--- config.mk ---
export PLATFORM = sky130hd
export DESIGN_NAME = stage4ma
export DESIGN_NICKNAME = d
export VERILOG_FILES = /design/src/rtl/stage4ma_pkg.sv /design/src/rtl/stage4ma_store_buffer.sv /design/src/rtl/stage4ma.sv
export SDC_FILE = /design/constraint.sdc
export NUM_CORES = 1
export LEC_CHECK = 0
export CORE_MARGIN = 2
export CORE_UTILIZATION = 37
export CTS_CLUSTER_SIZE = 16
export DETAILED_ROUTE_END_ITERATION = 8
export GPL_ROUTABILITY_DRIVEN = 0
export PLACE_DENSITY = 0.83
export SLEW_MARGIN = 20
export SYNTH_ARGS = -nofsm -noshare
export SYNTH_HDL_FRONTEND = slang
export SYNTH_HIERARCHICAL = 1
export SYNTH_SLANG_ARGS = --single-unit
--- constraint.sdc ---
create_clock -name clk -period 4.41 [get_ports clk]
set_input_delay 0.6615 -clock clk [delete_from_list [all_inputs] [get_ports clk]]
set_output_delay 0.6615 -clock clk [all_outputs]
set_load 0.02 [all_outputs]
--- src/rtl/stage4ma_pkg.sv ---
// stage4ma_pkg: opcode, flag-position and state definitions shared by the
// memory-access stage of the 24-bit in-order pipeline.
package stage4ma_pkg;

  localparam logic [7:0] OPC_R_ADD = 8'h01;
  localparam logic [7:0] OPC_R_SUB = 8'h02;
  localparam logic [7:0] OPC_R_LD  = 8'h10;
  localparam logic [7:0] OPC_I_LDi = 8'h11;
  localparam logic [7:0] OPC_R_ST  = 8'h12;
  localparam logic [7:0] OPC_I_STi = 8'h13;
  localparam logic [7:0] OPC_HLT   = 8'hFF;

  localparam int unsigned FLAG_Z = 0;
  localparam int unsigned FLAG_N = 1;
  localparam int unsigned FLAG_C = 2;
  localparam int unsigned FLAG_V = 3;

  typedef enum logic {
    MA_IDLE = 1'b0,
    MA_BUSY = 1'b1
  } ma_state_e;

  function automatic logic is_load(input logic [7:0] opc);
    return (opc == OPC_R_LD) || (opc == OPC_I_LDi);
  endfunction

  function automatic logic is_store(input logic [7:0] opc);
    return (opc == OPC_R_ST) || (opc == OPC_I_STi);
  endfunction

  function automatic logic is_mem_op(input logic [7:0] opc);
    return is_load(opc) || is_store(opc);
  endfunction

  // Flags reported for load data: Z and N from the data, C and V cleared.
  function automatic logic [3:0] load_flags(input logic [23:0] data);
    logic [3:0] f;
    f         = '0;
    f[FLAG_Z] = (data == '0);
    f[FLAG_N] = data[23];
    f[FLAG_C] = 1'b0;
    f[FLAG_V] = 1'b0;
    return f;
  endfunction

endpackage

--- src/rtl/stage4ma_store_buffer.sv ---
// ma_store_buffer: one-entry posted store buffer. Holds a single store and
// requests the data-memory port until the drain ack arrives. Used by stage4ma
// only when STAGE4MA_STORE_BUFFER_EN is defined.
module ma_store_buffer
  import stage4ma_pkg::*;
#(
  parameter int unsigned AW = 24,
  parameter int unsigned DW = 24
) (
  input  logic          clk,
  input  logic          rst,
  input  logic          push,
  input  logic [AW-1:0] push_addr,
  input  logic [DW-1:0] push_data,
  input  logic          ack,
  output logic          full,
  output logic          req,
  output logic [AW-1:0] addr,
  output logic [DW-1:0] wdata
);

  logic          full_q, full_d;
  logic [AW-1:0] addr_q, addr_d;
  logic [DW-1:0] data_q, data_d;

  // Drain on ack; a push in the same cycle refills the entry.
  always_comb begin
    full_d = full_q;
    addr_d = addr_q;
    data_d = data_q;
    if (ack && full_q) full_d = 1'b0;
    if (push) begin
      full_d = 1'b1;
      addr_d = push_addr;
      data_d = push_data;
    end
  end

  // Entry registers; reset abandons any pending store.
  always_ff @(posedge clk or posedge rst) begin
    if (rst) begin
      full_q <= 1'b0;
      addr_q <= '0;
      data_q <= '0;
    end else begin
      full_q <= full_d;
      addr_q <= addr_d;
      data_q <= data_d;
    end
  end

  assign full  = full_q;
  assign req   = full_q;
  assign addr  = addr_q;
  assign wdata = data_q;

endmodule

--- src/rtl/stage4ma.sv ---
// stage4ma: memory-access stage. Issues loads/stores on a single-outstanding
// req/ack port, stalls upstream while a transaction is in flight and registers
// the writeback bundle. Optional posted store buffer: STAGE4MA_STORE_BUFFER_EN.
module stage4ma
  import stage4ma_pkg::*;
#(
  parameter int unsigned AW = 24,
  parameter int unsigned DW = 24
) (
  input  logic          clk,
  input  logic          rst,
  input  logic          enable_in,
  output logic          stall_out,
  input  logic [23:0]   pc_in,
  input  logic [23:0]   instr_in,
  input  logic [3:0]    tgt_gp_in,
  input  logic [3:0]    tgt_sr_in,
  input  logic [23:0]   result_in,
  input  logic [3:0]    flags_in,
  input  logic [23:0]   store_data_in,
  input  logic          branch_taken_in,
  output logic          mem_req,
  output logic          mem_we,
  output logic [AW-1:0] mem_addr,
  output logic [DW-1:0] mem_wdata,
  input  logic [DW-1:0] mem_rdata,
  input  logic          mem_ack,
  output logic          valid_out,
  output logic [23:0]   pc_out,
  output logic [23:0]   instr_out,
  output logic [3:0]    tgt_gp_out,
  output logic [3:0]    tgt_sr_out,
  output logic          branch_taken_out,
  output logic [23:0]   result_out,
  output logic [3:0]    flags_out
);

  ma_state_e     state_q, state_d;
  logic          valid_q, valid_d;
  logic [23:0]   pc_q, pc_d;
  logic [23:0]   instr_q, instr_d;
  logic [3:0]    tgt_gp_q, tgt_gp_d;
  logic [3:0]    tgt_sr_q, tgt_sr_d;
  logic          br_q, br_d;
  logic [23:0]   result_q, result_d;
  logic [3:0]    flags_q, flags_d;
  logic          mem_we_q, mem_we_d;
  logic [AW-1:0] mem_addr_q, mem_addr_d;
  logic [DW-1:0] mem_wdata_q, mem_wdata_d;

  logic [7:0]    opc_in;
  logic [23:0]   rdata24;

  assign opc_in  = instr_in[23:16];
  assign rdata24 = 24'(mem_rdata);

`ifdef STAGE4MA_STORE_BUFFER_EN
  logic          sb_push;
  logic [AW-1:0] sb_push_addr;
  logic [DW-1:0] sb_push_data;
  logic          sb_full;
  logic          sb_req;
  logic [AW-1:0] sb_addr;
  logic [DW-1:0] sb_wdata;
  logic          sb_ack;

  // While the buffer holds a store, the port belongs to the drain.
  assign sb_ack = mem_ack & sb_full;

  ma_store_buffer #(.AW(AW), .DW(DW)) u_sb (
    .clk       (clk),
    .rst       (rst),
    .push      (sb_push),
    .push_addr (sb_push_addr),
    .push_data (sb_push_data),
    .ack       (sb_ack),
    .full      (sb_full),
    .req       (sb_req),
    .addr      (sb_addr),
    .wdata     (sb_wdata)
  );
`endif

  // Next-state, bundle capture and completion of the memory transaction.
  always_comb begin
    state_d     = state_q;
    valid_d     = 1'b0;
    pc_d        = pc_q;
    instr_d     = instr_q;
    tgt_gp_d    = tgt_gp_q;
    tgt_sr_d    = tgt_sr_q;
    br_d        = br_q;
    result_d    = result_q;
    flags_d     = flags_q;
    mem_we_d    = mem_we_q;
    mem_addr_d  = mem_addr_q;
    mem_wdata_d = mem_wdata_q;
`ifdef STAGE4MA_STORE_BUFFER_EN
    sb_push      = 1'b0;
    sb_push_addr = mem_addr_q;
    sb_push_data = mem_wdata_q;
`endif
    case (state_q)
      MA_IDLE: begin
        if (enable_in) begin
          // The bundle goes straight into the output registers; for memory ops
          // result/flags are overwritten at completion, valid_out gates them.
          pc_d     = pc_in;
          instr_d  = instr_in;
          tgt_gp_d = tgt_gp_in;
          tgt_sr_d = tgt_sr_in;
          br_d     = branch_taken_in;
          result_d = result_in;
          flags_d  = flags_in;
          if (is_mem_op(opc_in)) begin
            mem_addr_d  = AW'(result_in);
            mem_wdata_d = DW'(store_data_in);
            mem_we_d    = ~is_load(opc_in);
`ifdef STAGE4MA_STORE_BUFFER_EN
            if (is_store(opc_in) && (!sb_full || sb_ack)) begin
              sb_push      = 1'b1;
              sb_push_addr = AW'(result_in);
              sb_push_data = DW'(store_data_in);
              valid_d      = 1'b1;
            end else begin
              state_d = MA_BUSY;
            end
`else
            state_d = MA_BUSY;
`endif
          end else begin
            valid_d = 1'b1;
          end
        end
      end
      MA_BUSY: begin
`ifdef STAGE4MA_STORE_BUFFER_EN
        // A stalled store waits for the drain, then takes the freed entry;
        // a stalled load only owns the port once the buffer is empty.
        if (mem_we_q) begin
          if (sb_ack) begin
            sb_push = 1'b1;
            valid_d = 1'b1;
            state_d = MA_IDLE;
          end
        end else if (mem_ack && !sb_full) begin
          result_d = rdata24;
          flags_d  = load_flags(rdata24);
          valid_d  = 1'b1;
          state_d  = MA_IDLE;
        end
`else
        if (mem_ack) begin
          if (!mem_we_q) begin
            result_d = rdata24;
            flags_d  = load_flags(rdata24);
          end
          valid_d = 1'b1;
          state_d = MA_IDLE;
        end
`endif
      end
      default: state_d = MA_IDLE;
    endcase
  end

  // State and output registers; async reset clears everything.
  always_ff @(posedge clk or posedge rst) begin
    if (rst) begin
      state_q     <= MA_IDLE;
      valid_q     <= 1'b0;
      pc_q        <= '0;
      instr_q     <= '0;
      tgt_gp_q    <= '0;
      tgt_sr_q    <= '0;
      br_q        <= 1'b0;
      result_q    <= '0;
      flags_q     <= '0;
      mem_we_q    <= 1'b0;
      mem_addr_q  <= '0;
      mem_wdata_q <= '0;
    end else begin
      state_q     <= state_d;
      valid_q     <= valid_d;
      pc_q        <= pc_d;
      instr_q     <= instr_d;
      tgt_gp_q    <= tgt_gp_d;
      tgt_sr_q    <= tgt_sr_d;
      br_q        <= br_d;
      result_q    <= result_d;
      flags_q     <= flags_d;
      mem_we_q    <= mem_we_d;
      mem_addr_q  <= mem_addr_d;
      mem_wdata_q <= mem_wdata_d;
    end
  end

  assign stall_out        = (state_q == MA_BUSY);
  assign valid_out        = valid_q;
  assign pc_out           = pc_q;
  assign instr_out        = instr_q;
  assign tgt_gp_out       = tgt_gp_q;
  assign tgt_sr_out       = tgt_sr_q;
  assign branch_taken_out = br_q;
  assign result_out       = result_q;
  assign flags_out        = flags_q;

`ifdef STAGE4MA_STORE_BUFFER_EN
  assign mem_req   = sb_req | ((state_q == MA_BUSY) & ~mem_we_q);
  assign mem_we    = sb_full ? 1'b1 : mem_we_q;
  assign mem_addr  = sb_full ? sb_addr : mem_addr_q;
  assign mem_wdata = sb_full ? sb_wdata : mem_wdata_q;
`else
  assign mem_req   = (state_q == MA_BUSY);
  assign mem_we    = mem_we_q;
  assign mem_addr  = mem_addr_q;
  assign mem_wdata = mem_wdata_q;
`endif

endmodule

==> results of run 1 <==
## layout by cell type, fill, tap and decap left out, types with 2 or more instances in the layout
cell type        synthesis  layout
clkdlybuf4s50_1          0     273
nand2_1                173     173
dfrtp_1                136     135
mux2_4                  49      49
nor2_1                  27      27
mux2i_1                 25      25
a21oi_1                 25      25
clkbuf_16                0      17
buf_4                    1       6
bufinv_16                0       5
nor4_1                   4       4
o21ai_0                  4       4
inv_1                    4       3
clkbuf_8                 0       3
nand3_1                  2       2
inv_6                    0       2
clkinv_2                 0       2
clkinvlp_4               0       2
## path summary, 6_finish.rpt
| check | start | depth (start not counted) | endpoint |
|---|---|---|---|
| max | instr_in[21] | 5 | mem_wdata[3] |
| min | instr_out[13] | 2 | instr_out[13] |
| max reg2reg | mem_req | 5 | flags_out[0] |
| min reg2reg | instr_out[13] | 2 | instr_out[13] |
| max in group asynchronous | rst | 3 | mem_req |
| min in group asynchronous | rst | 2 | mem_wdata[10] |
## synth_stat cells (2+ instances only)
cell	count	share of area [%]
buf_6	5	1.0
nand2_1	173	12
a21oi_1	25	2.3
nor4_1	4	0.45
nor2_1	27	1.8
mux2i_1	25	4.5
o21ai_0	4	0.36
clkbuf_1	15	1.0
dfrtp_1	136	61
buf_2	2	0.18
buf_1	4	0.27
mux2_4	49	13
inv_1	4	0.27
nand3_1	2	0.18
## worst register-to-register path: stages (launching register included)
cell	delay, ns
dfrtp_2	0.46
buf_4	0.45
nor4b_1	0.44
and4_1	0.31
nand4_1	0.13
a31oi_1	0.18
## stage by stage
step	total power, mW	worst slack (ns)
finish	3.91	1.66
global route	4.07	1.57
CTS	3.95	1.65
detailed placement	2.35	1.22
global placement	2.33	1.26
floorplan	1.86	0.109
## state kept, by name, summed over array words and instances, names as in the netlist
| signal | flops |
|---|---|
| instr_out | 24 |
| mem_addr | 24 |
| mem_wdata | 24 |
| pc_out | 24 |
| result_out | 24 |
| flags_out | 4 |
| tgt_gp_out | 4 |
| tgt_sr_out | 4 |
| branch_taken_out | 1 |
| mem_req | 1 |
| mem_we | 1 |
| valid_out | 1 |
## routing by layer
metal  global-route usage, %  vias to the layer above
met4                    5.69                        0
met1                    24.9                     2157
met3                    8.73                       19
met2                    33.7                      221
met5                       0                        -
li1                        -                     2136
## layout make-up
type | instances | area share (%)
Clock buffer | 21 | 5.16
Clock inverter | 11 | 2.11
Inverter | 4 | 0.220
Multi-Input combinational cell | 320 | 22.2
Sequential cell | 136 | 37.3
Tap cell | 184 | 2.53
Timing Repair Buffer | 279 | 30.5
## where the power goes
group	total (mW)	switching, mW	internal [mW]
Sequential	1.47	0.0837	1.39
Combinational	0.852	0.394	0.458
Clock	1.59	0.537	1.05
Total	3.91	1.01	2.90
## cells by family (layout without fill, tap and decap cells)
family	after synthesis	in the layout	synth area share (%)
muxes	74	74	17.7
AOI/OAI and AO/OA	31	31	2.81
buffers and inverters	31	315	2.88
and+or+nand+nor	215	215	15.4
DFF	136	136	61.2
==> results.py, run 1 <==
metrics = {
    "run_status": {
        "outcome": "completed",
    },
    "flow_run": {
        "max_cap_violations": 0,
    },
    "global_route": {
        "grt_pass1_wl_mm": 25.4,
        "grtUsageTotal_pct": 20.5,
        "antenna_found_initial": 0,
        "first_global_vias": 4676,
        "grt_overflow": 0,
        "grt_max_degree": 112,
    },
    "routing": {
        "viasPerCell": 4.75,
        "vias": 4533,
        "drc_errors": 0,
        "antenna_left": 0,
        "dr.pass1.iters": 5,
        "wl_met1_mm": 6.48,
        "totalWireLength_mm": 16.2,
        "highest_layer": "met4",
        "drt_iter0_drc": 183,
        "avgRoutedWirePerCell_um": 17.0,
        "wl_met2_mm": 7.81,
        "wl_met3_mm": 1.73,
    },
    "critical_path": {
        "critPathArrivalTime_ns": 3.05,
        "crit_required_ns": 4.71,
        "crit_family": "simple AND/OR/NAND/NOR gates",
        "start_kind": "primary input",
        "cp_slowest_cell": "nand2_4",
        "ff2ff_setup_slack_ns": 2.35,
        "cp_num_buf_inv": 1,
        "max_stage_delay_ns": 0.56,
        "critPathKind": "primary input to flip-flop",
        "crit_chain": "clkdlybuf4s50_1 > or4b_1 > nor3_2 > nand2_4 > mux2_4",
        "end_kind": "flip-flop",
        "path_max_fanout": 50,
    },
    "pwr": {
        "cellPowerDensity_nw_per_um2": 429,
        "peakVddDrop_uv": 275,
        "leakage_nw": 4.24,
    },
    "place": {
        "dp_hpwl_mm": 11.4,
        "place_inst": 923,
        "postPlaceCellArea_um2": 8450,
        "io_buffers": 273,
    },
    "synthesis": {
        "ys_seq_area_share_pct": 61.2,
        "synth_seq_cells": 136,
        "synth.distinct_cells": 26,
        "ys_async_sr_fraction_pct": 100,
        "synth_area_um2": 5560,
        "syn-instance-count": 487,
        "synth_edf_count": 0,
        "syn-mean-instance-area_um2": 11.4,
        "synth_ff_type": "dfrtp_1",
        "yosysWarnings": 6,
        "synth.net_count": 624,
    },
    "layout": {
        "syn_to_final_growth_pct": 64.0,
        "fin_util_pct": 62.5,
        "fillers": 1127,
        "seq_area_um2": 3400,
        "instances_no_fill": 955,
        "antenna-diode-count": 0,
        "final_net_count": 895,
        "drive_gt1_share_pct": 12.1,
        "multi_input_area_um2": 2020,
        "final_area_um2": 9120,
    },
    "clock_network": {
        "clock_latency_ns": 0.42,
        "root_buffer": "clkbuf_16",
        "cts_resized": 0,
        "h-tree-depth": 4,
        "cts_sinks": 136,
        "path_clk_slew_ns": 0.06,
        "clock_path_buffers": 2,
        "post_cts_buffers": 0,
        "cts_tree": "built",
        "ctsHoldBuffers": 0,
        "cts_buffers": 17,
    },
    "sta": {
        "hold-worst-slack_ns": 0.472,
        "fin_crit_ns": 2.75,
        "worst_pin_slew_ns": 1.00,
        "setup_violations": 0,
        "fin_tns_setup_ns": 0,
        "rsz0062_at_grt": "no",
        "drv_slew": 0,
        "hold_viol": 0,
        "clock_skew_ns": 0.00943,
        "fin_crit_sh_pct": 62.4,
        "max_slew_margin_pct": 33.1,
        "clock.fmax_mhz": 364,
    },
    "floorplan": {
        "die_w_um": 127,
        "die-area_um2": 16000,
        "core_area_um2": 14600,
        "start_util_pct": 38.1,
        "dieHeight_um": 127,
        "ios": 274,
        "num_rows": 44,
    },
    "worst_hold_path": {
        "min_path_type": "flip-flop to flip-flop",
    },
}
Power figures use the tool's default switching activity.
==> run 2: changes to the inputs <==
==> constraint.sdc (replaced) <==
create_clock -name clk -period 2.21 [get_ports clk]
set_input_delay 0.3315 -clock clk [delete_from_list [all_inputs] [get_ports clk]]
set_output_delay 0.3315 -clock clk [all_outputs]
set_load 0.02 [all_outputs]
==> run 2 against run 1 <==
  * Global-route usage up 0.49 points
  * Critical path depth down 4
  * Non-clock buffer count up 4
  * Highest routed layer unchanged
==> results.py, run 2 (synthesis gave the netlist of run 1 again) <==
metrics = {
    "pwr": {
        "cellPowerDensity_nw_per_um2": 806,
        "p_switching_mw": 2.08,
        "leakage_nw": 4.25,
        "intPower_mw": 5.28,
        "p_sw_share_pct": 28.2,
        "p_seq_share_pct": 39.9,
        "power_frac_comb_pct": 23.4,
        "peakVddDrop_uv": 516,
        "power.share.clock_pct": 36.7,
    },
    "layout": {
        "final_common_cell": "clkdlybuf4s50_1",
        "syn_to_final_growth_pct": 64.3,
        "mostFrequentLayoutCells": "273 x clkdlybuf4s50_1, 173 x nand2_1, 136 x dfrtp_1",
        "final_net_count": 899,
        "antenna-diode-count": 0,
        "fin_util_pct": 62.6,
        "final_area_um2": 9130,
        "instances_no_fill": 959,
        "drive_gt1_share_pct": 12.5,
    },
    "critical_path": {
        "cp_num_buf_inv": 1,
        "crit_required_ns": 1.88,
        "path_max_fanout": 8,
        "crit_family": "buffers and inverters",
        "reg2reg_to": "result_out[5]",
        "critPathArrivalTime_ns": 1.64,
        "crit_path_end": "mem_req",
        "start_kind": "flip-flop",
        "path_depth": 1,
        "cp_slowest_cell": "clkdlybuf4s50_1",
        "critPathKind": "flip-flop to output pin",
        "crit_chain": "clkdlybuf4s50_1",
        "ff2ff_setup_slack_ns": 0.63,
        "max_stage_delay_ns": 0.68,
        "end_kind": "output pin",
        "critPathLaunch": "mem_req",
        "r2r-start": "mem_req",
        "r2r_cells": 3,
    },
    "clock_network": {
        "cts_buffers": 17,
        "ctsHoldBuffers": 0,
        "clock_latency_ns": 0.42,
        "path_clk_slew_ns": 0.07,
        "cts_sinks": 136,
        "h-tree-depth": 4,
        "post_cts_buffers": 0,
        "cts_tree": "built",
        "cts_resized": 0,
        "clock_path_buffers": 2,
        "root_buffer": "clkbuf_16",
    },
    "sta": {
        "fin_crit_sh_pct": 89.2,
        "clock_skew_ns": 0.0122,
        "setup_ws_ns": 0.240,
        "hold-worst-slack_ns": 0.247,
        "hold_viol": 0,
        "drv_slew": 0,
        "max_slew_margin_pct": 70.5,
        "clock.fmax_mhz": 508,
        "worst_pin_slew_ns": 0.443,
        "setup_violations": 0,
        "rsz0062_at_grt": "no",
        "fin_crit_ns": 1.97,
    },
    "routing": {
        "dr.pass1.iters": 4,
        "antenna_left": 0,
        "drc_errors": 0,
        "viasPerCell": 4.76,
        "vias": 4564,
        "totalWireLength_mm": 16.5,
        "avgRoutedWirePerCell_um": 17.2,
        "drt_iter0_drc": 236,
    },
    "place": {
        "io_buffers": 273,
        "postPlaceCellArea_um2": 8570,
        "dp_hpwl_mm": 11.8,
        "place_ws_ns": -0.0659,
        "place_inst": 927,
    },
    "global_route": {
        "first_global_vias": 4814,
        "grt_max_degree": 59,
        "grt_overflow": 0,
        "grt_pass1_wl_mm": 26.0,
        "grtUsageTotal_pct": 21.0,
        "antenna_found_initial": 0,
    },
    "floorplan": {
        "start_util_pct": 38.1,
        "core_area_um2": 14600,
        "die_w_um": 127,
        "dieHeight_um": 127,
        "num_rows": 44,
        "ios": 274,
        "die-area_um2": 16000,
    },
    "run_status": {
        "outcome": "completed",
    },
    "worst_hold_path": {
        "min_path_type": "primary input to asynchronous set/reset pin",
    },
    "flow_run": {
        "max_cap_violations": 0,
    },
}
-- run 2: power by group through the flow --
stage | combinational, mW | sequential (mW) | clock [mW]
after global placement | 1.70 | 2.96 | 0
after floorplan | 0.408 | 3.30 | 0
after detailed placement | 1.73 | 2.97 | 0
after CTS | 1.74 | 2.94 | 2.75
after global routing | 1.82 | 2.97 | 2.88
final | 1.72 | 2.94 | 2.70
-- run 2: layout make-up --
cell class	count	area (µm²)
well taps	184	230
flip-flops and latches	136	3400
clock buffers	18	439
fillers	1132	5460
clock inverters	14	123
repair buffers	283	2900
multi-input cells	320	2020
inverters	4	18.8
-- run 2: how the worst min path moves through the flow --
stage / startpoint / end / slack, ns
CTS: rst / mem_addr[0] / 0.24
detailed placement: pc_out[2] / pc_out[2] / 0.46
global placement: instr_out[13] / instr_out[13] / 0.46
global route: rst / mem_addr[4] / 0.25
floorplan: mem_ack / mem_req / 0.43
finish: rst / mem_addr[4] / 0.25
-- run 2: metal layers --
layer	up-vias	GRT usage, %	routed length, µm
li1	2142	-	-
met1	2181	24.8	6410
met2	212	34.9	8050
met3	29	7.42	1580
met4	0	8.86	433
met5	-	0	0
-- run 2: per-stage QoR --
step	power [mW]	TNS (ns)
after floorplan	3.71	0
final	7.36	0
after global placement	4.67	-2.07
after global routing	7.68	0
after CTS	7.42	0
after detailed placement	4.70	-2.32
==> run 3: changes to the inputs <==
--- a/config.mk
+++ b/config.mk
@@ -5,12 +5,13 @@
 export SDC_FILE = /design/constraint.sdc
 export NUM_CORES = 1
 export LEC_CHECK = 0
+export ABC_AREA = 1
 export CORE_MARGIN = 2
-export CORE_UTILIZATION = 37
+export CORE_UTILIZATION = 36
 export CTS_CLUSTER_SIZE = 16
 export DETAILED_ROUTE_END_ITERATION = 8
 export GPL_ROUTABILITY_DRIVEN = 0
-export PLACE_DENSITY = 0.83
+export PLACE_DENSITY = 0.82
 export SLEW_MARGIN = 20
 export SYNTH_ARGS = -nofsm -noshare
 export SYNTH_HDL_FRONTEND = slang
==> run 3 against run 2 <==
  * Sequential power about the same
  * Clock power is 11% higher
  * Hold slack better by 0.13 ns
  * First-iteration DRC count increased by 22%
  * Clock skew is 0.0063 ns lower
  * Via count is 13% higher
  * Wire length increased by 1.7%
  * Largest power group is now the clock network
  * Highest routed layer unchanged
==> results.py, run 3 <==
metrics = {
    "clock_network": {
        "clock_path_buffers": 2,
        "h-tree-depth": 4,
        "cts_sinks": 136,
        "root_buffer": "clkbuf_16",
        "clock_latency_ns": 0.41,
        "cts_tree": "built",
        "cts_buffers": 17,
        "path_clk_slew_ns": 0.06,
    },
    "synthesis": {
        "syn-instance-count": 635,
        "synthTopCellsByCount": "371 x nand2_1, 136 x dfrtp_1, 44 x nor2_1",
        "synth_top_cell_by_area": "dfrtp_1",
        "synth_compound_area_share_pct": 3.81,
        "synthMuxAreaShare_pct": 0,
        "synthSimpleGateAreaFrac_pct": 29.6,
        "synth_xor_area_share_pct": 0,
        "synth_ff_type": "dfrtp_1",
        "ys_top_cells_by_area": "dfrtp_1 62%, nand2_1 26%, nor2_1 3.0%",
        "yosysWarnings": 6,
        "synth_most_common_cell": "nand2_1",
        "synth_seq_cells": 136,
        "synth.net_count": 772,
        "synth_area_um2": 5450,
        "ys_async_sr_fraction_pct": 100,
        "ys_seq_area_share_pct": 62.5,
        "synth_top_family_by_area": "simple AND/OR/NAND/NOR gates",
        "synth_edf_count": 0,
        "synth_top_area_share_pct": 62.5,
        "syn-mean-instance-area_um2": 8.58,
        "synthAdderAreaFrac_pct": 0,
        "synth.distinct_cells": 21,
    },
    "pwr": {
        "peakVddDrop_uv": 454,
        "leakage_nw": 4.30,
        "cellPowerDensity_nw_per_um2": 835,
    },
    "floorplan": {
        "dieHeight_um": 127,
        "die-area_um2": 16100,
        "die_w_um": 127,
        "core_area_um2": 14600,
        "start_util_pct": 37.2,
        "num_rows": 44,
        "ios": 274,
    },
    "critical_path": {
        "r2r-start": "mem_req",
        "path_max_fanout": 10,
        "end_kind": "output pin",
        "start_kind": "flip-flop",
        "crit_required_ns": 1.88,
        "critPathLaunch": "mem_req",
        "critPathArrivalTime_ns": 1.69,
        "critPathKind": "flip-flop to output pin",
        "r2r_cells": 5,
    },
    "layout": {
        "drive_gt1_share_pct": 6.07,
        "mostFrequentLayoutCells": "371 x nand2_1, 273 x clkdlybuf4s50_1, 135 x dfrtp_1",
        "syn_to_final_growth_pct": 66.0,
        "final_common_cell": "nand2_1",
        "antenna-diode-count": 0,
        "final_net_count": 1046,
        "fillers": 1194,
    },
    "sta": {
        "setup_ws_ns": 0.186,
        "fin_tns_setup_ns": 0,
        "fin_crit_sh_pct": 91.6,
        "drv_slew": 0,
        "rsz0062_at_grt": "no",
        "clock_skew_ns": 0.00588,
        "worst_pin_slew_ns": 0.577,
        "hold_viol": 0,
        "max_slew_margin_pct": 61.4,
        "fin_crit_ns": 2.02,
        "clock.fmax_mhz": 494,
        "setup_violations": 0,
    },
    "routing": {
        "drt_iter0_drc": 287,
        "viasPerCell": 4.67,
        "totalWireLength_mm": 16.8,
        "wl_met1_mm": 6.67,
        "avgRoutedWirePerCell_um": 15.1,
        "wl_met2_mm": 8.06,
        "dr.pass1.iters": 7,
        "highest_layer": "met4",
        "wl_met3_mm": 1.65,
        "drc_errors": 0,
        "antenna_left": 0,
        "vias": 5169,
    },
    "place": {
        "place_ws_ns": 0.246,
        "io_buffers": 273,
        "dp_hpwl_mm": 12.1,
    },
    "run_status": {
        "outcome": "completed",
    },
    "global_route": {
        "antenna_found_initial": 0,
        "grt_max_degree": 78,
        "grt_overflow": 0,
        "grt_pass1_wl_mm": 27.0,
        "first_global_vias": 5189,
        "grtUsageTotal_pct": 21.5,
    },
    "flow_run": {
        "max_cap_violations": 0,
    },
    "worst_hold_path": {
        "min_path_type": "primary input to asynchronous set/reset pin",
    },
}
[run 3: changes by cell type in the layout (fill, tap and decap cells not counted), sizes merged, moves of 3 or more]
cell	delta
a21oi	-24
a31oi	+22
buf	+6
clkbuf	+5
clkinv	-6
mux2	-49
mux2i	-25
nand2	+199
nor2	+18
nor4	-4
o21ai	+3
[run 3: path summary, 6_finish.rpt]
check,endpoint,slack (ns)
max,stall_out,0.19
min,pc_out[8],0.37
max reg2reg,result_out[13],0.60
min reg2reg,mem_wdata[15],0.47
max in group asynchronous,result_out[12],1.46
min in group clk,pc_out[23],0.44
[run 3: critical path, stage by stage, from the launching register on]
cell and delay (ns):
dfrtp_2 0.47, buf_4 0.20, clkdlybuf4s50_1 0.61
[run 3: area by class of cell]
cell class                 count  area, µm²  share of cell area (%)
clock buffer                  23        498                    5.51
clock inverter                 9        138                    1.52
inverter                       9       37.5                   0.415
multi-input combinational    456       1820                    20.1
sequential                   136       3400                    37.6
tap                          184        230                    2.55
timing repair buffer         289       2920                    32.2
[run 3: layer usage]
metal  GRT usage (%)  vias up
met5               0        -
met4            8.66        0
met3            6.91       31
met2            34.6      241
met1            26.9     2386
li1                -     2511
[run 3: cells by family after synthesis]
kind of cell,Yosys count
simple gates,423
flops,136
buf+inv,43
compound gates,33
[run 3: repair_timing]
| item | in CTS | in global routing |
|---|---|---|
| setup endpoints to repair | 0 | 2 |
| resized for setup | 0 | 1 |
| setup buffers | 0 | 0 |
| hold buffers | 0 | 0 |
[run 3: stage by stage]
stage | area [µm²] | hold WS (ns) | instances | util [%] | power, mW
after CTS | 9040 | 0.377 | 1106 | 61.7 | 7.61
after global routing | 9040 | 0.389 | 1106 | 61.8 | 7.88
after global placement | 8410 | 0.453 | 1074 | 57.4 | 4.57
after floorplan | 5450 | 0.428 | 635 | - | 3.63
after detailed placement | 8410 | 0.457 | 1074 | 57.4 | 4.60
final | 9040 | 0.373 | 1106 | 61.8 | 7.56
[run 3: power breakdown]
group / leakage, nW / internal [mW] / switching [mW]
Clock: 0.298 / 1.93 / 1.07
Sequential: 1.69 / 2.77 / 0.154
Combinational: 2.31 / 0.820 / 0.808
